==> src/rtl/dbg_probe_pkg.sv <==
// Shared definitions for the serial debug probe: command opcodes, reply codes,
// FSM state encoding and a channel range helper.
package dbg_probe_pkg;

    localparam logic [3:0] OP_READ      = 4'h0;
    localparam logic [3:0] OP_CLEAR     = 4'h1;
    localparam logic [3:0] OP_CLEAR_ALL = 4'h2;
    localparam logic [3:0] OP_INFO      = 4'h3;
    localparam logic [3:0] OP_STATUS    = 4'h4;

    localparam logic [7:0] ACK = 8'hA5;
    localparam logic [7:0] ERR = 8'hEE;

    typedef enum logic [1:0] {
        ST_IDLE = 2'd0,
        ST_LOAD = 2'd1,
        ST_SEND = 2'd2,
        ST_GAP  = 2'd3
    } state_t;

    function automatic logic ch_in_range(input logic [3:0] ch, input int unsigned num_ch);
        return ({28'd0, ch} < num_ch);
    endfunction

endpackage

==> src/rtl/serial_dbg_probe_if.sv <==
// Command/response byte link between the probe and the UART receiver/transmitter.
interface serial_dbg_probe_if;

    logic       rx_valid;
    logic [7:0] rx_data;
    logic       tx_ready;
    logic       tx_start;
    logic [7:0] tx_data;
    logic       busy;

    modport master (
        output rx_valid, rx_data, tx_ready,
        input  tx_start, tx_data, busy
    );

    modport slave (
        input  rx_valid, rx_data, tx_ready,
        output tx_start, tx_data, busy
    );

endinterface

==> src/rtl/dbg_event_counter.sv <==
// Single wrapping event counter; clear has priority over increment and the
// wrap strobe is registered one cycle after the roll-over to zero.
module dbg_event_counter #(
    parameter int W = 16
) (
    input  logic         clk,
    input  logic         rst,
    input  logic         inc,
    input  logic         clr,
    output logic [W-1:0] count,
    output logic         wrap
);

    logic [W-1:0] count_r;
    logic         wrap_r;

    // Count register with clear-over-increment priority
    always_ff @(posedge clk) begin
        if (rst) begin
            count_r <= '0;
            wrap_r  <= 1'b0;
        end else if (clr) begin
            count_r <= '0;
            wrap_r  <= 1'b0;
        end else if (inc) begin
            count_r <= count_r + {{(W-1){1'b0}}, 1'b1};
            wrap_r  <= (count_r == {W{1'b1}});
        end else begin
            wrap_r  <= 1'b0;
        end
    end

    assign count = count_r;
    assign wrap  = wrap_r;

endmodule

==> src/rtl/serial_dbg_probe.sv <==
// Byte-command debug probe: NUM_CH event counters that can be read, cleared and
// queried over a UART-style byte link, with sticky overflow/overrun status.
module serial_dbg_probe
    import dbg_probe_pkg::*;
#(
    parameter int NUM_CH = 4,
    parameter int CNT_W  = 16
) (
    input  logic              clk,
    input  logic              rst,
    input  logic [NUM_CH-1:0] ev,
    serial_dbg_probe_if.slave bus
);

    localparam int CNT_B = CNT_W / 8;
    localparam int BUF_N = (CNT_B < 2) ? 2 : CNT_B;
    localparam int IDX_W = $clog2(BUF_N);
    localparam int LEN_W = $clog2(BUF_N + 1);

    state_t           state_r;
    state_t           state_s;
    logic [7:0]       cmd_r;
    logic [7:0]       buf_r [BUF_N];
    logic [IDX_W-1:0] idx_r;
    logic [LEN_W-1:0] left_r;
    logic             gap_r;
    logic [7:0]       tx_hold_r;
    logic             ovf_any_r;
    logic             overrun_r;

    logic [CNT_W-1:0] cnt_s [NUM_CH];
    logic [NUM_CH-1:0] wrap_s;
    logic [NUM_CH-1:0] clr_s;
    logic [CNT_W-1:0] sel_cnt_s;
    logic [3:0]       op_s;
    logic [3:0]       ch_s;
    logic             ch_ok_s;
    logic [7:0]       load_buf_s [BUF_N];
    logic [LEN_W-1:0] load_len_s;
    logic             send_s;
    logic             status_clr_s;
    logic             overrun_set_s;

    for (genvar g = 0; g < NUM_CH; g++) begin : g_ch
        dbg_event_counter #(.W(CNT_W)) u_cnt (
            .clk   (clk),
            .rst   (rst),
            .inc   (ev[g]),
            .clr   (clr_s[g]),
            .count (cnt_s[g]),
            .wrap  (wrap_s[g])
        );
    end

    // Command decode, counter select and clear strobes (clears act in LOAD)
    always_comb begin
        op_s      = cmd_r[7:4];
        ch_s      = cmd_r[3:0];
        ch_ok_s   = ch_in_range(ch_s, NUM_CH);
        sel_cnt_s = '0;
        clr_s     = '0;
        for (int i = 0; i < NUM_CH; i++) begin
            sel_cnt_s = sel_cnt_s | ({CNT_W{ch_s == 4'(i)}} & cnt_s[i]);
            clr_s[i]  = (state_r == ST_LOAD) &&
                        (((op_s == OP_CLEAR) && (ch_s == 4'(i))) || (op_s == OP_CLEAR_ALL));
        end
        status_clr_s  = (state_r == ST_LOAD) && (op_s == OP_STATUS);
        overrun_set_s = bus.rx_valid && (state_r != ST_IDLE);
    end

    // Reply contents and length for the latched command
    always_comb begin
        for (int k = 0; k < BUF_N; k++) begin
            load_buf_s[k] = 8'h00;
        end
        load_len_s = LEN_W'(1);
        case (op_s)
            OP_READ: begin
                if (ch_ok_s) begin
                    for (int k = 0; k < CNT_B; k++) begin
                        load_buf_s[k] = sel_cnt_s[CNT_W-1-8*k -: 8];
                    end
                    load_len_s = LEN_W'(CNT_B);
                end else begin
                    load_buf_s[0] = ERR;
                end
            end
            OP_CLEAR: begin
                if (ch_ok_s) begin
                    load_buf_s[0] = ACK;
                end else begin
                    load_buf_s[0] = ERR;
                end
            end
            OP_CLEAR_ALL: load_buf_s[0] = ACK;
            OP_INFO: begin
                load_buf_s[0] = 8'(NUM_CH);
                load_buf_s[1] = 8'(CNT_W);
                load_len_s    = LEN_W'(2);
            end
            OP_STATUS: load_buf_s[0] = {6'b000000, ovf_any_r, overrun_r};
            default:   load_buf_s[0] = ERR;
        endcase
    end

    // Next-state logic; tx_start is suppressed in any cycle with rst high
    always_comb begin
        state_s = state_r;
        send_s  = 1'b0;
        case (state_r)
            ST_IDLE: begin
                if (bus.rx_valid) begin
                    state_s = ST_LOAD;
                end else begin
                    state_s = ST_IDLE;
                end
            end
            ST_LOAD: state_s = ST_SEND;
            ST_SEND: begin
                if (bus.tx_ready) begin
                    send_s  = !rst;
                    state_s = ST_GAP;
                end else begin
                    state_s = ST_SEND;
                end
            end
            ST_GAP: begin
                if (!gap_r) begin
                    state_s = ST_GAP;
                end else if (left_r != '0) begin
                    state_s = ST_SEND;
                end else begin
                    state_s = ST_IDLE;
                end
            end
            default: state_s = ST_IDLE;
        endcase
    end

    // FSM state register
    always_ff @(posedge clk) begin
        if (rst) begin
            state_r <= ST_IDLE;
        end else begin
            state_r <= state_s;
        end
    end

    // Command latch, reply buffer snapshot and byte sequencing
    always_ff @(posedge clk) begin
        if (rst) begin
            cmd_r     <= 8'h00;
            idx_r     <= '0;
            left_r    <= '0;
            gap_r     <= 1'b0;
            tx_hold_r <= 8'h00;
            for (int k = 0; k < BUF_N; k++) begin
                buf_r[k] <= 8'h00;
            end
        end else begin
            if ((state_r == ST_IDLE) && bus.rx_valid) begin
                cmd_r <= bus.rx_data;
            end
            if (state_r == ST_LOAD) begin
                for (int k = 0; k < BUF_N; k++) begin
                    buf_r[k] <= load_buf_s[k];
                end
                idx_r  <= '0;
                left_r <= load_len_s;
            end else if (send_s) begin
                idx_r  <= idx_r + IDX_W'(1);
                left_r <= left_r - LEN_W'(1);
            end
            if (send_s) begin
                tx_hold_r <= buf_r[idx_r];
            end
            gap_r <= (state_r == ST_GAP) && !gap_r;
        end
    end

    // Sticky flags; a new event in the reply cycle survives the clear
    always_ff @(posedge clk) begin
        if (rst) begin
            ovf_any_r <= 1'b0;
            overrun_r <= 1'b0;
        end else begin
            if (|wrap_s) begin
                ovf_any_r <= 1'b1;
            end else if (status_clr_s) begin
                ovf_any_r <= 1'b0;
            end
            if (overrun_set_s) begin
                overrun_r <= 1'b1;
            end else if (status_clr_s) begin
                overrun_r <= 1'b0;
            end
        end
    end

    assign bus.tx_start = send_s;
    assign bus.tx_data  = send_s ? buf_r[idx_r] : tx_hold_r;
    assign bus.busy     = (state_r != ST_IDLE);

endmodule

==> src/flat_wrapper.sv <==
// flat-port wrapper written by rule: the top's interface ports become plain ports
module serial_dbg_probe_flat import dbg_probe_pkg::*;
#(
    parameter int NUM_CH = 4,
    parameter int CNT_W  = 16
)
  (clk, rst, ev, bus_rx_valid, bus_rx_data, bus_tx_ready, bus_tx_start, bus_tx_data, bus_busy);
  serial_dbg_probe_if bus_i ();
  input  logic clk;
  input  logic rst;
  input  logic [NUM_CH-1:0] ev;
  input wire logic [$bits(bus_i.rx_valid)-1:0] bus_rx_valid;
  input wire logic [$bits(bus_i.rx_data)-1:0] bus_rx_data;
  input wire logic [$bits(bus_i.tx_ready)-1:0] bus_tx_ready;
  output wire logic [$bits(bus_i.tx_start)-1:0] bus_tx_start;
  output wire logic [$bits(bus_i.tx_data)-1:0] bus_tx_data;
  output wire logic [$bits(bus_i.busy)-1:0] bus_busy;
  assign bus_i.rx_valid = bus_rx_valid;
  assign bus_i.rx_data = bus_rx_data;
  assign bus_i.tx_ready = bus_tx_ready;
  assign bus_tx_start = bus_i.tx_start;
  assign bus_tx_data = bus_i.tx_data;
  assign bus_busy = bus_i.busy;
  serial_dbg_probe #(.NUM_CH(NUM_CH), .CNT_W(CNT_W)) u_core (.clk(clk), .rst(rst), .ev(ev), .bus(bus_i));
endmodule
==> config.mk <==
export PLATFORM = sky130hd
export DESIGN_NAME = serial_dbg_probe_flat
export DESIGN_NICKNAME = d
export VERILOG_FILES = /design/src/rtl/dbg_probe_pkg.sv /design/src/rtl/serial_dbg_probe_if.sv /design/src/rtl/dbg_event_counter.sv /design/src/rtl/serial_dbg_probe.sv /design/src/flat_wrapper.sv
export SDC_FILE = /design/constraint.sdc
export NUM_CORES = 1
export LEC_CHECK = 0
export CAP_MARGIN = 20
export CORE_MARGIN = 3
export CORE_UTILIZATION = 63
export CTS_BUF_LIST = sky130_fd_sc_hd__clkbuf_4
export DETAILED_ROUTE_END_ITERATION = 12
export MAX_ROUTING_LAYER = met4
export PLACE_DENSITY = 0.83
export SLEW_MARGIN = 20
export SYNTH_ARGS = -nofsm -noshare
export SYNTH_HDL_FRONTEND = slang
export SYNTH_HIERARCHICAL = 1
export SYNTH_SLANG_ARGS = --single-unit
==> constraint.sdc <==
create_clock -name clk -period 3.05 [get_ports clk]
set_clock_uncertainty 0.2 [all_clocks]
set_input_delay 0.4575 -clock clk [delete_from_list [all_inputs] [get_ports clk]]
set_output_delay 0.4575 -clock clk [all_outputs]
set_load 0.1 [all_outputs]
=== Word-level counts from Yosys, hierarchy flattened ===
Memories as Yosys holds them, arrays and structs flattened. A register that Yosys moved wholly into a read port is not among the register bits.
Cells that the tools add are included.

* Bits in writable memories: 16
* Bits in registers: 92
* Output and inout bits: 10
* Word-level logic and storage cells: 116
* Memories kept: 1
* Input bits: 16

* Magnitude comparators: 1
* Bitwise gates (word level): 13
* Add/sub/neg operators: 6
* Equality and inequality tests: 14
* Mux-type cells: 29
* Reduce and logical (&&, ||, !) cells: 36

{| class="wikitable"
|+ Memory list
! name !! depth !! bits a word !! rd ports !! clocked after memory_dff !! write ports !! RTL line !! source
|-
| u_core.buf_r || 2 || 8 || 1 || 1 || 2 || serial_dbg_probe.sv:23 || <nowiki>logic [7:0] buf_r [BUF_N];</nowiki>
|}

{| class="wikitable"
|+ Operators by type and width
! kind !! count
|-
| adder 16 x 1 -> 16 bit, second input constant || 4
|-
| bitwise AND 16 bit || 4
|-
| == test 16 bit, second input constant || 4
|-
| bitwise OR 16 bit || 3
|-
| two-way mux 8 bit || 5
|-
| case mux 8 bit (5 select lines) || 1
|-
| == test 4 x 2 -> 1 bit, second input constant || 4
|-
| case mux 8 bit (2 select lines) || 1
|-
| two-way mux 1 bit || 14
|-
| logical AND 1 bit || 12
|-
| OR reduction 3 bit || 4
|-
| two-way mux 2 bit || 5
|-
| nonzero test 2 bit || 5
|-
| OR reduction 2 bit || 5
|-
| == test 4 x 1 -> 1 bit, second input constant || 2
|-
| zero test 4 bit || 2
|-
| case mux 2 bit (4 select lines) || 1
|-
| two-way mux 7 bit || 1
|-
| == test 2 bit, second input constant || 2
|-
| == test 4 x 3 -> 1 bit, second input constant || 1
|-
| logical OR 1 bit || 4
|-
| less-than comparator 4 x 3 -> 1 bit, second input constant || 1
|-
| NOT 1 bit || 4
|-
| case mux 2 bit (2 select lines) || 1
|-
| other kinds (7) || 9
|}

=== Longest topological paths before layout ===
* Depth in word-level cells: 8
* Mapped depth: 9
* Depth with buffers taken out: 7

=== Cells and area by module ===
Netlist, hierarchy kept.

{| class="wikitable"
|+ By module, submodules not included
! module !! sequential area each (um^2) !! instances !! cells an instance !! area each (um^2)
|-
| dbg_event_counter || 340.3 || 4 || 86 || 798.3
|-
| serial_dbg_probe || 980.9 || 1 || 238 || 2,337.2
|}

=== Worst setup path after synthesis ===
Ideal clock, no wire load.

* Path type: input port to output port
* From: in rst
* To: out bus_tx_data[0]
* Path buffers: 3
* Data arrival time: 2,606 ps
* Required time: 2,392 ps
* Slack: -213 ps
* Stages: 5
* Cells stage by stage: buf_2 > nor4bb_1 > buf_2 > buf_4 > a21oi_1

* Word-level cells in the longest chain between the ends: 4

{| class="wikitable"
|+ Ends and longest elaborated chain
! what !! RTL line !! source
|-
| start: declaration || flat_wrapper.sv:10 || <nowiki>input logic rst;</nowiki>
|-
| zero test 1 bit || serial_dbg_probe.sv:121 || <nowiki>send_s = !rst;</nowiki>
|-
| two-way mux 1 bit || serial_dbg_probe.sv:120 || <nowiki>if (bus.tx_ready) begin</nowiki>
|-
| two-way mux 1 bit || serial_dbg_probe.sv:110 || <nowiki>case (state_r)</nowiki>
|-
| via bus_tx_start || flat_wrapper.sv:15 || <nowiki>output wire logic [$bits(bus_i.tx_start)-1:0] bus_tx_start;</nowiki>
|-
| two-way mux 8 bit || serial_dbg_probe.sv:201 || <nowiki>assign bus.tx_data = send_s ? buf_r[idx_r] : tx_hold_r;</nowiki>
|-
| end: declaration || flat_wrapper.sv:16 || <nowiki>output wire logic [$bits(bus_i.tx_data)-1:0] bus_tx_data;</nowiki>
|}

The timed path passes the listed nets, and every way through them passes these cells.

=== Worst setup path after layout ===
* From: reg u_core.state_r[1]
* To: out bus_tx_data[5]

* Word-level cells in the longest chain between the ends: 3

{| class="wikitable"
|+ Ends and longest elaborated chain
! what !! RTL line !! source
|-
| start: declaration || serial_dbg_probe.sv:20 || <nowiki>state_t state_r;</nowiki>
|-
| start signal: assignment || serial_dbg_probe.sv:145 || <nowiki>state_r <= state_s;</nowiki>
|-
| == test 2 bit || serial_dbg_probe.sv:110 ||
|-
| two-way mux 1 bit || serial_dbg_probe.sv:110 ||
|-
| two-way mux 8 bit || serial_dbg_probe.sv:201 ||
|}

No other way between the ends.

==> qor.txt <==
run status: finished clean
share of synthesized area occupied by flip-flops and latches: 42.4%
gp weighted congestion: 0.934
clock network latency to the later pin of the worst-skew pair: 0.46 ns
netlist area before placement: 5530 um2
Non-Filler Cell Area, Final: 6030 um2
worst path cell trace: nor4bb_2 -> buf_4 -> nor2_1 -> a21oi_1 -> buf_12
number of synthesized flops with an enable pin: 16
count of filler cells inserted in the layout: 626
launch instance of the worst register-to-register path: u_core/cmd_r[4]
number of violations of the max-capacitance limit: 0
Post-Synthesis Mean Instance Area: 9.50 um2
max-slew violation total from the final report: 0
clock input transition at the sequential cells of the worst setup and hold paths: 0.17 ns
number of detailed-route iterations in the first pass: 5
flip-flop and latch count after synthesis: 109
fraction of power consumed by sequential logic: 58.5%
net load switching power: 0.743 mW
largest net degree at the start of global routing: 40
total grt overflow: 0
Hold Path Sink: u_core/gap_r
wire length of the first global-routing pass: 19.2 mm
sink count of the clock tree: 109
Synthesis Warnings: 6
DRC violation count after routing: 0
final worst path period share: 92.7%
placeable core area: 8380 um2
time the worst path needs with I/O delays and setup: 2.83 ns
reg-to-reg critical path endpoint: u_core/g_ch[0].u_cnt/count[8]
vias in the first global route: 4034
number of distinct library cell variants in the gate-level netlist after synthesis: 51
total of hold buffers inserted after clock tree synthesis: 0
max incr delay on CP: 0.61 ns
total routing usage reported by global routing: 24.8%
slew at the pin closest to its max-slew limit: 0.455 ns
area growth from synthesis to layout: 8.96%
number of antenna cells inserted: 0
average wire per cell in the routed design: 16.4 um
starting density of the core: 66.0%
total power per unit cell area: 442 nW/um2
clock buffer count from CTS: 9
fraction of registers with async set/reset: 0%
worst hold start: u_core/gap_r
portion of total power attributed to combinational logic: 13.5%
root buffer selected by CTS: sky130_fd_sc_hd__clkbuf_4
chip height: 99.7 um
input/output buffers: 25
total leakage power: 1.89 nW
floorplan die area: 9940 um2
fraction of layout instances using a drive strength above 1: 15.9%
overall power after layout: 2.66 mW
initial drt markers: 286
most common flop cell mapped by yosys: sky130_fd_sc_hd__dfxtp_1
number of buffers on the longest clock path: 2
final setup violation count: 0
clock tree from TritonCTS: done
type of destination of the critical path: primary output
Die Wd: 99.7 um
Syn Nets: 603
vias after detailed routing: 4299
antenna violations before repair: 0
std cell rows: 33
Worst R2R Setup Slack: 0.51 ns
maximum ir drop on the vdd rail: 0.000255 V
min-delay worst type: reg -> reg
clock network fraction of design power: 28.0%
achievable clock frequency: 354 MHz
worst slew margin relative to its limit: 69.4%
detailed placement HPWL: 8.36 mm
number of gates resized after cts: 0
number of cells produced by synthesis: 582
Final ANT Viol Nets: 0
largest fanout on the critical path: 18
total cell area at the placement stage: 5880 um2
r2r worst-path depth: 5
Boundary Pins: 26
setup repair after global routing missed its margin: no
startpoint kind of the worst setup timing path: flip-flop
crit path max-delay cell type: sky130_fd_sc_hd__dfxtp_1
final core area utilization: 71.9%
vias per inst: 6.12
critical path arrival: 2.17 ns
final hold violations: 0
final wirelength: 11.5 mm
data required time at the worst endpoint: 2.39 ns
area used by multi-input combinational logic: 3010 um2
fin nets: 614
switching portion of total power: 27.9%
count of buffers added by post-CTS timing repair for setup: 0
hold-critical path depth: 1
Internal Pwr Total: 1.92 mW
maximum level of the CTS H-tree: 3
Crit Path Category: reg -> out
storage element area: 2340 um2
## flip-flops by register name, indices dropped and copies added, names as in the netlist, named ones only
register	count
u_core/overrun_r	1
u_core/state_r	2
u_core/tx_hold_r	8
u_core/gap_r	1
u_core/cmd_r	8
u_core/g_ch.u_cnt/count	64
u_core/buf_r	16
u_core/idx_r	1
u_core/ovf_any_r	1
u_core/g_ch.u_cnt/wrap	4
u_core/left_r	2
## worst max-delay path, delay by kind of cell (launching register included)
| family | cells | cell delay, ns |
|---|---|---|
| and+or+nand+nor | 2 | 0.33 |
| AOI/OAI and AO/OA | 1 | 0.27 |
| buffers and inverters | 2 | 0.49 |
| DFF | 1 | 0.61 |
## layout make-up
type	instances	share of cell area, %
multi-input cells	435	49.9
repair buffers	29	6.10
clock inverters	5	0.997
clock buffers	11	1.37
flip-flops and latches	109	38.9
well taps	105	2.18
inverters	9	0.561
## synthesized netlist by cell type, types with 5 or more instances
library cell                n  share of area (%)
sky130_fd_sc_hd__clkbuf_1  12               0.81
sky130_fd_sc_hd__xnor2_1   37                5.9
sky130_fd_sc_hd__nand4_1   12                1.4
sky130_fd_sc_hd__edfxtp_1  16                8.7
sky130_fd_sc_hd__buf_2      8               0.72
sky130_fd_sc_hd__mux2i_1   23                4.2
sky130_fd_sc_hd__or2_1      5               0.57
sky130_fd_sc_hd__nor2_1    69                4.7
sky130_fd_sc_hd__or3_1     13                1.5
sky130_fd_sc_hd__mux4_2    12                4.9
sky130_fd_sc_hd__nor4_2    12                2.7
sky130_fd_sc_hd__nand2_1   55                3.7
sky130_fd_sc_hd__xor2_1    12                1.9
sky130_fd_sc_hd__a21oi_1   37                3.3
sky130_fd_sc_hd__nor4_1    14                1.6
sky130_fd_sc_hd__inv_1      9               0.61
sky130_fd_sc_hd__nor3_2     5               0.91
sky130_fd_sc_hd__nand3_1   18                1.6
sky130_fd_sc_hd__ha_1       5                1.1
sky130_fd_sc_hd__buf_4      5               0.68
sky130_fd_sc_hd__nor2_2     8               0.91
sky130_fd_sc_hd__nor2b_1   18                2.0
sky130_fd_sc_hd__or2_2      5               0.57
sky130_fd_sc_hd__o21ai_0   12                1.1
sky130_fd_sc_hd__nor3_1    17                1.5
sky130_fd_sc_hd__dfxtp_1   93                 34
## metal layers
layer  GRT usage, %  up-vias  wire length, um
li1               -     2093                -
met1           32.4     2028             5020
met2           38.6      147             5550
met3           4.56       31              616
met4           9.45        0              354
met5              -        -                0
## cells by family (layout without fill, tap and decap cells)
| kind of cell | count (synthesis) | after routing | synth area share [%] |
|---|---|---|---|
| AND/OR/NAND/NOR | 280 | 280 | 29.3 |
| multiplexers | 37 | 37 | 9.46 |
| AO/OA/AOI/OAI | 64 | 64 | 6.63 |
| buffers and inverters | 38 | 54 | 3.37 |
| XOR/XNOR | 49 | 49 | 7.76 |
| adder cells (fa/ha/maj) | 5 | 5 | 1.13 |
| flip-flops | 109 | 109 | 42.4 |
## cells in the final DEF, fill, tap and decap left out, types with 5 or more instances in the layout
master                            netlist  final
sky130_fd_sc_hd__xor2_1                12     12
sky130_fd_sc_hd__clkdlybuf4s50_1        0     15
sky130_fd_sc_hd__mux2i_1               23     23
sky130_fd_sc_hd__o21ai_0               12     12
sky130_fd_sc_hd__nand3_1               18     18
sky130_fd_sc_hd__nor4_1                14     14
sky130_fd_sc_hd__clkbuf_4               0     11
sky130_fd_sc_hd__or2_2                  5      5
sky130_fd_sc_hd__inv_1                  9      9
sky130_fd_sc_hd__buf_4                  5      5
sky130_fd_sc_hd__edfxtp_1              16     16
sky130_fd_sc_hd__nor2_2                 8      8
sky130_fd_sc_hd__nor4_2                12     12
sky130_fd_sc_hd__or2_1                  5      5
sky130_fd_sc_hd__buf_12                 0      9
sky130_fd_sc_hd__or3_1                 13     13
sky130_fd_sc_hd__nor2b_1               18     18
sky130_fd_sc_hd__mux4_2                12     12
sky130_fd_sc_hd__ha_1                   5      5
sky130_fd_sc_hd__nor3_2                 5      5
sky130_fd_sc_hd__a21oi_1               37     37
sky130_fd_sc_hd__xnor2_1               37     37
sky130_fd_sc_hd__nand4_1               12     12
sky130_fd_sc_hd__dfxtp_1               93     93
sky130_fd_sc_hd__nor3_1                17     17
sky130_fd_sc_hd__nand2_1               55     55
sky130_fd_sc_hd__nor2_1                69     69
## power groups by stage
stage | registers (mW) | clock network, mW | logic, mW
floorplan | 1.56 | 0 | 0.283
global placement | 1.59 | 0 | 0.348
detailed placement | 1.59 | 0 | 0.357
CTS | 1.56 | 0.759 | 0.358
global route | 1.57 | 0.818 | 0.390
finish | 1.56 | 0.745 | 0.359
## how the worst max path moves through the flow
| stage | from | to | slack [ns] | cells past startpoint |
|---|---|---|---|---|
| global placement | bus_tx_ready | bus_tx_data[7] | 0.37 | 6 |
| finish | u_core/state_r[1] | bus_tx_data[5] | 0.22 | 5 |
| floorplan | rst | bus_tx_data[0] | -0.21 | 5 |
| CTS | u_core/state_r[1] | bus_tx_data[5] | 0.21 | 5 |
| detailed placement | bus_tx_ready | bus_tx_data[2] | 0.32 | 6 |
| global route | u_core/state_r[1] | bus_tx_data[0] | 0.04 | 5 |
## stage by stage
stage	hold slack [ns]	TNS, ns	cells	worst slack, ns
after detailed placement	0.245	0	687	0.321
after floorplan	0.215	-2.20	582	-0.213
after CTS	0.267	0	703	0.210
after global placement	0.232	0	687	0.374
final	0.262	0	703	0.224
after global routing	0.289	0	703	0.0411
Power figures use the tool's default switching activity.
